`src/rtl/cache_axi_bridge_pkg.sv`:
```
`default_nettype none
// ============================================================================
// Module      : cache_axi_bridge_pkg
// Description : Shared types and helpers for the cache-to-AXI4 bridge:
//               request type codes, AXI burst encoding, FSM state enums and
//               the uncached write-strobe generator.
// Revision    : 1.0 - initial release
// ============================================================================
package cache_axi_bridge_pkg;

  // Cache request type codes (rd_type / wr_type)
  localparam logic [2:0] TYPE_BYTE = 3'b000;
  localparam logic [2:0] TYPE_HALF = 3'b001;
  localparam logic [2:0] TYPE_WORD = 3'b010;
  localparam logic [2:0] TYPE_LINE = 3'b100;

  // AXI burst type: incrementing
  localparam logic [1:0] BURST_INCR = 2'b01;

  typedef enum logic [1:0] {
    R_IDLE = 2'd0,
    R_ADDR = 2'd1,
    R_DATA = 2'd2
  } rd_state_t;

  typedef enum logic [1:0] {
    W_IDLE = 2'd0,
    W_ADDR = 2'd1,
    W_DATA = 2'd2,
    W_RESP = 2'd3
  } wr_state_t;

  // Byte-lane strobe for a single-beat write; lines and words use all lanes.
  function automatic logic [3:0] gen_wstrb(input logic [2:0] req_type,
                                           input logic [1:0] offset);
    case (req_type)
      TYPE_BYTE: return 4'b0001 << offset;
      TYPE_HALF: return 4'b0011 << offset;
      default:   return 4'b1111;
    endcase
  endfunction

endpackage
`default_nettype wire

```
`src/rtl/cache_axi_bridge.sv`:
```
`default_nettype none
// ============================================================================
// Module      : cache_axi_bridge
// Description : Converts the cache line/word request interface into AXI4
//               master read (AR/R) and write (AW/W/B) bursts. Read and write
//               engines run independently; a read to the line held in the
//               write buffer is stalled until that write is acknowledged.
// Revision    : 1.0 - initial release
// ============================================================================
module cache_axi_bridge
  import cache_axi_bridge_pkg::*;
#(
  parameter int ID_W  = 4,
  parameter int RD_ID = 0,
  parameter int WR_ID = 1
) (
  input  logic            clk,
  input  logic            reset,
  // cache read request / return
  input  logic            rd_req,
  input  logic [2:0]      rd_type,
  input  logic [31:0]     rd_addr,
  output logic            rd_rdy,
  output logic            ret_valid,
  output logic            ret_last,
  output logic [31:0]     ret_data,
  // cache write request
  input  logic            wr_req,
  input  logic [2:0]      wr_type,
  input  logic [31:0]     wr_addr,
  input  logic [3:0]      wr_wstrb,
  input  logic [127:0]    wr_data,
  output logic            wr_rdy,
  // AXI AR
  output logic [ID_W-1:0] arid,
  output logic [31:0]     araddr,
  output logic [7:0]      arlen,
  output logic [2:0]      arsize,
  output logic [1:0]      arburst,
  output logic            arvalid,
  input  logic            arready,
  // AXI R
  input  logic [ID_W-1:0] rid,
  input  logic [31:0]     rdata,
  input  logic [1:0]      rresp,
  input  logic            rlast,
  input  logic            rvalid,
  output logic            rready,
  // AXI AW
  output logic [ID_W-1:0] awid,
  output logic [31:0]     awaddr,
  output logic [7:0]      awlen,
  output logic [2:0]      awsize,
  output logic [1:0]      awburst,
  output logic            awvalid,
  input  logic            awready,
  // AXI W
  output logic [31:0]     wdata,
  output logic [3:0]      wstrb,
  output logic            wlast,
  output logic            wvalid,
  input  logic            wready,
  // AXI B
  input  logic [ID_W-1:0] bid,
  input  logic [1:0]      bresp,
  input  logic            bvalid,
  output logic            bready
);

  rd_state_t    rd_state, rd_next;
  wr_state_t    wr_state, wr_next;
  logic [31:0]  rd_addr_q;
  logic [2:0]   rd_type_q;
  logic [31:0]  wr_addr_q;
  logic [2:0]   wr_type_q;
  logic [127:0] wr_buf;
  logic [1:0]   wcnt;
  logic         hazard;
  logic         rd_line;
  logic         wr_line;

  // Response IDs/status and the cache byte mask carry no information we use.
  logic unused_inputs;
  assign unused_inputs = ^{wr_wstrb, rid, rresp, bid, bresp};

  assign rd_line = (rd_type_q == TYPE_LINE);
  assign wr_line = (wr_type_q == TYPE_LINE);

  // Read-after-write on the buffered line must wait for the write's B response.
  assign hazard = (wr_state != W_IDLE) && (rd_addr[31:4] == wr_addr_q[31:4]);

  // --------------------------------------------------------------------------
  // Read engine
  // --------------------------------------------------------------------------

  // Read FSM state register
  always_ff @(posedge clk) begin
    if (reset) rd_state <= R_IDLE;
    else       rd_state <= rd_next;
  end

  // Read FSM next-state logic
  always_comb begin
    rd_next = rd_state;
    case (rd_state)
      R_IDLE:  if (rd_req && rd_rdy)  rd_next = R_ADDR;
      R_ADDR:  if (arready)           rd_next = R_DATA;
      R_DATA:  if (rvalid && rlast)   rd_next = R_IDLE;
      default:                        rd_next = R_IDLE;
    endcase
  end

  // Read FSM outputs; returned beats pass straight through to the cache
  always_comb begin
    rd_rdy    = !reset && (rd_state == R_IDLE) && !hazard;
    arvalid   = (rd_state == R_ADDR);
    rready    = (rd_state == R_DATA);
    ret_valid = rready && rvalid;
  end

  // Capture the accepted read request so AR payload stays stable until arready
  always_ff @(posedge clk) begin
    if (reset) begin
      rd_addr_q <= '0;
      rd_type_q <= '0;
    end else if (rd_req && rd_rdy) begin
      rd_addr_q <= rd_addr;
      rd_type_q <= rd_type;
    end
  end

  assign arid     = ID_W'(RD_ID);
  assign araddr   = rd_line ? {rd_addr_q[31:4], 4'b0000} : rd_addr_q;
  assign arlen    = rd_line ? 8'd3 : 8'd0;
  assign arsize   = rd_line ? 3'd2 : {1'b0, rd_type_q[1:0]};
  assign arburst  = BURST_INCR;
  assign ret_last = rlast;
  assign ret_data = rdata;

  // --------------------------------------------------------------------------
  // Write engine
  // --------------------------------------------------------------------------

  // Write FSM state register
  always_ff @(posedge clk) begin
    if (reset) wr_state <= W_IDLE;
    else       wr_state <= wr_next;
  end

  // Write FSM next-state logic
  always_comb begin
    wr_next = wr_state;
    case (wr_state)
      W_IDLE:  if (wr_req && wr_rdy)  wr_next = W_ADDR;
      W_ADDR:  if (awready)           wr_next = W_DATA;
      W_DATA:  if (wready && wlast)   wr_next = W_RESP;
      W_RESP:  if (bvalid)            wr_next = W_IDLE;
      default:                        wr_next = W_IDLE;
    endcase
  end

  // Write FSM outputs; W payload is driven only while a beat is offered
  always_comb begin
    wr_rdy  = !reset && (wr_state == W_IDLE);
    awvalid = (wr_state == W_ADDR);
    wvalid  = (wr_state == W_DATA);
    bready  = (wr_state == W_RESP);
    wdata   = '0;
    wstrb   = '0;
    wlast   = 1'b0;
    if (wr_state == W_DATA) begin
      wdata = wr_buf[{wcnt, 5'b00000} +: 32];
      wstrb = gen_wstrb(wr_type_q, wr_addr_q[1:0]);
      wlast = wr_line ? (wcnt == 2'd3) : 1'b1;
    end
  end

  // Write buffer capture and beat counter (restarts after the last beat)
  always_ff @(posedge clk) begin
    if (reset) begin
      wr_addr_q <= '0;
      wr_type_q <= '0;
      wr_buf    <= '0;
      wcnt      <= '0;
    end else if (wr_req && wr_rdy) begin
      wr_addr_q <= wr_addr;
      wr_type_q <= wr_type;
      wr_buf    <= wr_data;
      wcnt      <= '0;
    end else if (wvalid && wready) begin
      wcnt      <= wlast ? 2'd0 : wcnt + 2'd1;
    end
  end

  assign awid    = ID_W'(WR_ID);
  assign awaddr  = wr_line ? {wr_addr_q[31:4], 4'b0000} : wr_addr_q;
  assign awlen   = wr_line ? 8'd3 : 8'd0;
  assign awsize  = wr_line ? 3'd2 : {1'b0, wr_type_q[1:0]};
  assign awburst = BURST_INCR;

endmodule
`default_nettype wire

```
`config.mk`:
```
export PLATFORM = sky130hd
export DESIGN_NAME = cache_axi_bridge
export DESIGN_NICKNAME = d
export VERILOG_FILES = /design/src/rtl/cache_axi_bridge_pkg.sv /design/src/rtl/cache_axi_bridge.sv
export SDC_FILE = /design/constraint.sdc
export NUM_CORES = 1
export LEC_CHECK = 0
export CORE_AREA = 2 2 167 169
export CTS_CLUSTER_SIZE = 16
export DETAILED_ROUTE_END_ITERATION = 8
export DIE_AREA = 0 0 169 171
export DONT_BUFFER_PORTS = 1
export PLACE_DENSITY = 0.59
export SKIP_CTS_REPAIR_TIMING = 1
export SYNTH_ARGS = -nofsm -noshare
export SYNTH_HDL_FRONTEND = slang
export SYNTH_SLANG_ARGS = --single-unit
```
`constraint.sdc`:
```
create_clock -name clk -period 5.1 [get_ports clk]
set_input_delay 0.51 -clock clk [delete_from_list [all_inputs] [get_ports clk]]
set_output_delay 0.51 -clock clk [all_outputs]
set_load 0.03 [all_outputs]
```
==> results.cfg <==
[critical_path]
worstPathRequired_ps = 4590
critical_path.cell_chain = inv_1, ha_2, a21boi_0
timing.setup.critical_path_class = flip-flop to output port
critical_path.endpoint_type = output port
timing.critical_path.slowest_stage_cell = a21boi_0
cp_slowest_stage_delay_ps = 870
cp-start-kind = flip-flop
cp_max_fo = 41
critPathArrivalTime_ps = 2700

[power]
switching_share_pct = 33.0
switchingPower_mw = 1.61
clockPowerShare_pct = 34.6
power.leakage_nw = 4.50
power.sequential.fraction_pct = 46.2
vdd_ir_drop_max_v = 0.000264
power.density_nw_per_um2 = 480
combinationalPowerShare_pct = 19.2
internal-power_mw = 3.28
design_power_total_mw = 4.89

[cts]
tritoncts = built
clockBufferDepth = 3
cts_sinks = 204
cts.clk_slew.worst_paths_ps = 60
htree_num_levels = 1
cts_inserted_buffers = 23
source_to_sink_clock_delay_at_the_later_pin_of_the_worst_skew_pair_ps = 540
ctsRootBufferMaster = clkbuf_16

[floorplan]
die_h_um = 171
top_level_ports = 432
rows = 61
dieArea_um2 = 28900
initial_core_util_pct = 36.7
placeableCoreArea_um2 = 27300
die_w_um = 169

[synthesis]
postSynthAreaPerCell_um2 = 8.88
number_of_enable_flip_flop_cells_after_synthesis = 0
post_synth_inst_count = 1128
portion_of_synthesized_cell_area_occupied_by_the_leading_cell_type_pct = 40.8
synth_ff_type = dfxtp_1
synth-seq-area-share_pct = 40.8
post_synth_instance_area_um2 = 10000
async_flop_share_pct = 0
netlist_top_cells_area = dfxtp_1, nand2_1, nand3b_1
synth-warning-count = 0
number_of_distinct_standard_cells_referenced_by_the_synthesized_netlist = 34
yosys_register_bits = 204
leading_area_contributor_after_synthesis = dfxtp_1

[layout]
fillers = 2811
drive_above_1_share_pct = 11.4
areaGrowthSynthToFinish_pct = 1.65
final-instance-count-excl-fill = 1350
finish.net_count = 1252

[detailed_routing]
post_detailed_route_drc_marker_count = 0
pre_repair_dr_iteration_count = 5
wl_per_cell_um = 18.7
drt.antenna.violating_nets = 0
postRouteWirelength_mm = 25.3
route.vias.total = 6760
drt_iter0_markers = 298
avgViaCountPerCell = 5.01

[global_route]
global_route.usage.total_pct = 16.4
largest_net_degree_at_the_start_of_global_routing = 208
grt_antenna_before_repair = 1
first_global_vias = 6711
global_route_wire_length_before_repair_mm = 37.6
globalRouteOverflowTotal = 0

[sta]
fin_skew_ps = 28.2
drv_slew = 0
maxClockFrequency_mhz = 311
post-route-period-util_pct = 63.0
timing.setup.tns_ps = 0
grt_setup_unrepaired = no
max_slew.worst_pin.slew_ps = 1000
final-setup-viol-count = 0
min_period_ps = 3210
finalHoldViolations = 0
relSlewSlack_pct = 32.6

[hold_path]
hold_path_class = primary input to flip-flop

[run_status]
run_status = finished clean

[placed_design]
placement.io_buffers = 0
detailed_place_hpwl_mm = 16.8
finalWeightedCongestion = 0.760
placed_cells_incl_taps = 1311

[job]
maxCapViolCount = 0
## synthesized netlist by cell type, types with 2 or more instances
master	number
nor2_1	8
nor2b_1	47
a21boi_0	2
nor3b_1	2
o21ai_0	4
mux2_1	2
nand2_1	331
and2_1	36
xor2_1	28
a21oi_1	3
ha_1	6
buf_2	5
buf_6	3
inv_1	5
mux2_2	34
nand4_1	2
buf_1	2
nor4_1	6
clkbuf_1	66
dfxtp_1	204
buf_4	119
mux4_2	32
nand2b_1	3
conb_1	2
nand3b_1	164
nor3_1	4
## cell families (layout without fill, tap and decap cells)
logic type | count (synthesis) | in the layout | share of synthesized area (%)
adders and majority gates | 6 | 6 | 0.749
DFF | 204 | 204 | 40.8
xor gates and xnor gates | 28 | 28 | 2.45
buffers and inverters | 200 | 51 | 12.2
AOI/OAI and AO/OA | 14 | 14 | 1.05
other | 2 | 27 | 0.0749
muxes | 69 | 69 | 11.3
and+or+nand+nor | 605 | 605 | 31.4
## metal layers
metal	GRT usage (%)	wire length, um	vias to the layer above
met4	6.35	942	0
li1	-	-	3266
met1	18.7	10000	3165
met2	27.2	11500	277
met5	0	0	-
met3	6.99	2800	52
## sequential cells by signal, summed over array words and instances (netlist names)
signal,count
wcnt,2
wr_buf,128
wr_type_q,3
wr_state,2
wr_addr_q,32
rd_state,2
rd_addr_q,32
rd_type_q,3
## cells in the final DEF (no fill, tap or decap), drive strengths merged, types with 3 or more instances in the layout
cell type and instances:
inv 6, nand2 331, nor4 6, mux2 36
conb 26, and2 36, xor2 28, clkbuf 34
ha 6, nor2 8, buf 8, o21ai 4
nor2b 47, nor3 4, nand3b 164, nand2b 3
a21oi 3, mux4 32, dfxtp 204
## cell type report
type | instances | area, um2 | share of cell area, %
Tap cell | 346 | 433 | 4.25
Multi-Input combinational cell | 748 | 4810 | 47.2
Clock buffer | 34 | 677 | 6.65
Inverter | 5 | 18.8 | 0.184
Clock inverter | 4 | 85.1 | 0.835
Sequential cell | 204 | 4090 | 40.1
Antenna cell | 1 | 2.50 | 0.0246
Timing Repair Buffer | 8 | 72.6 | 0.712
## power by group through the flow
| stage | clock, mW | combinational (mW) | sequential (mW) |
|---|---|---|---|
| after global routing | 1.80 | 1.04 | 2.30 |
| final | 1.69 | 0.937 | 2.26 |
| after global placement | 0 | 0.935 | 2.28 |
| after detailed placement | 0 | 0.952 | 2.29 |
| after CTS | 1.74 | 0.955 | 2.26 |
| after floorplan | 0 | 1.10 | 2.07 |
## worst paths after layout
path | startpoint | end | slack [ps] | depth (start not counted)
worst max-delay path | wr_state[0] | wstrb[3] | 1890 | 3
worst min-delay path | wr_data[82] | wr_buf[82] | 70 | 2
worst max register to register | wr_addr_q[12] | rd_type_q[0] | 2150 | 6
worst min register to register | wr_buf[3] | wr_buf[3] | 470 | 2
## worst max-delay path, delay by kind of cell (launching register included)
family	cells	cell delay, ps
DFF	1	330
AOI/OAI and AO/OA	1	870
buffers and inverters	1	120
adders and majority gates	1	820
## stage by stage
stage / worst slack [ps] / area [um2] / hold WS (ps) / util [%]
after floorplan: 2770 / 10100 / 445 / -
after global placement: 2150 / 9420 / 456 / 34.5
after detailed placement: 2120 / 9420 / 460 / 34.5
after CTS: 1850 / 10200 / 43.2 / 37.3
after global routing: 1720 / 10200 / 46.2 / 37.3
final: 1890 / 10200 / 68.7 / 37.3
Note: power is estimated with default switching activity, not from simulation.
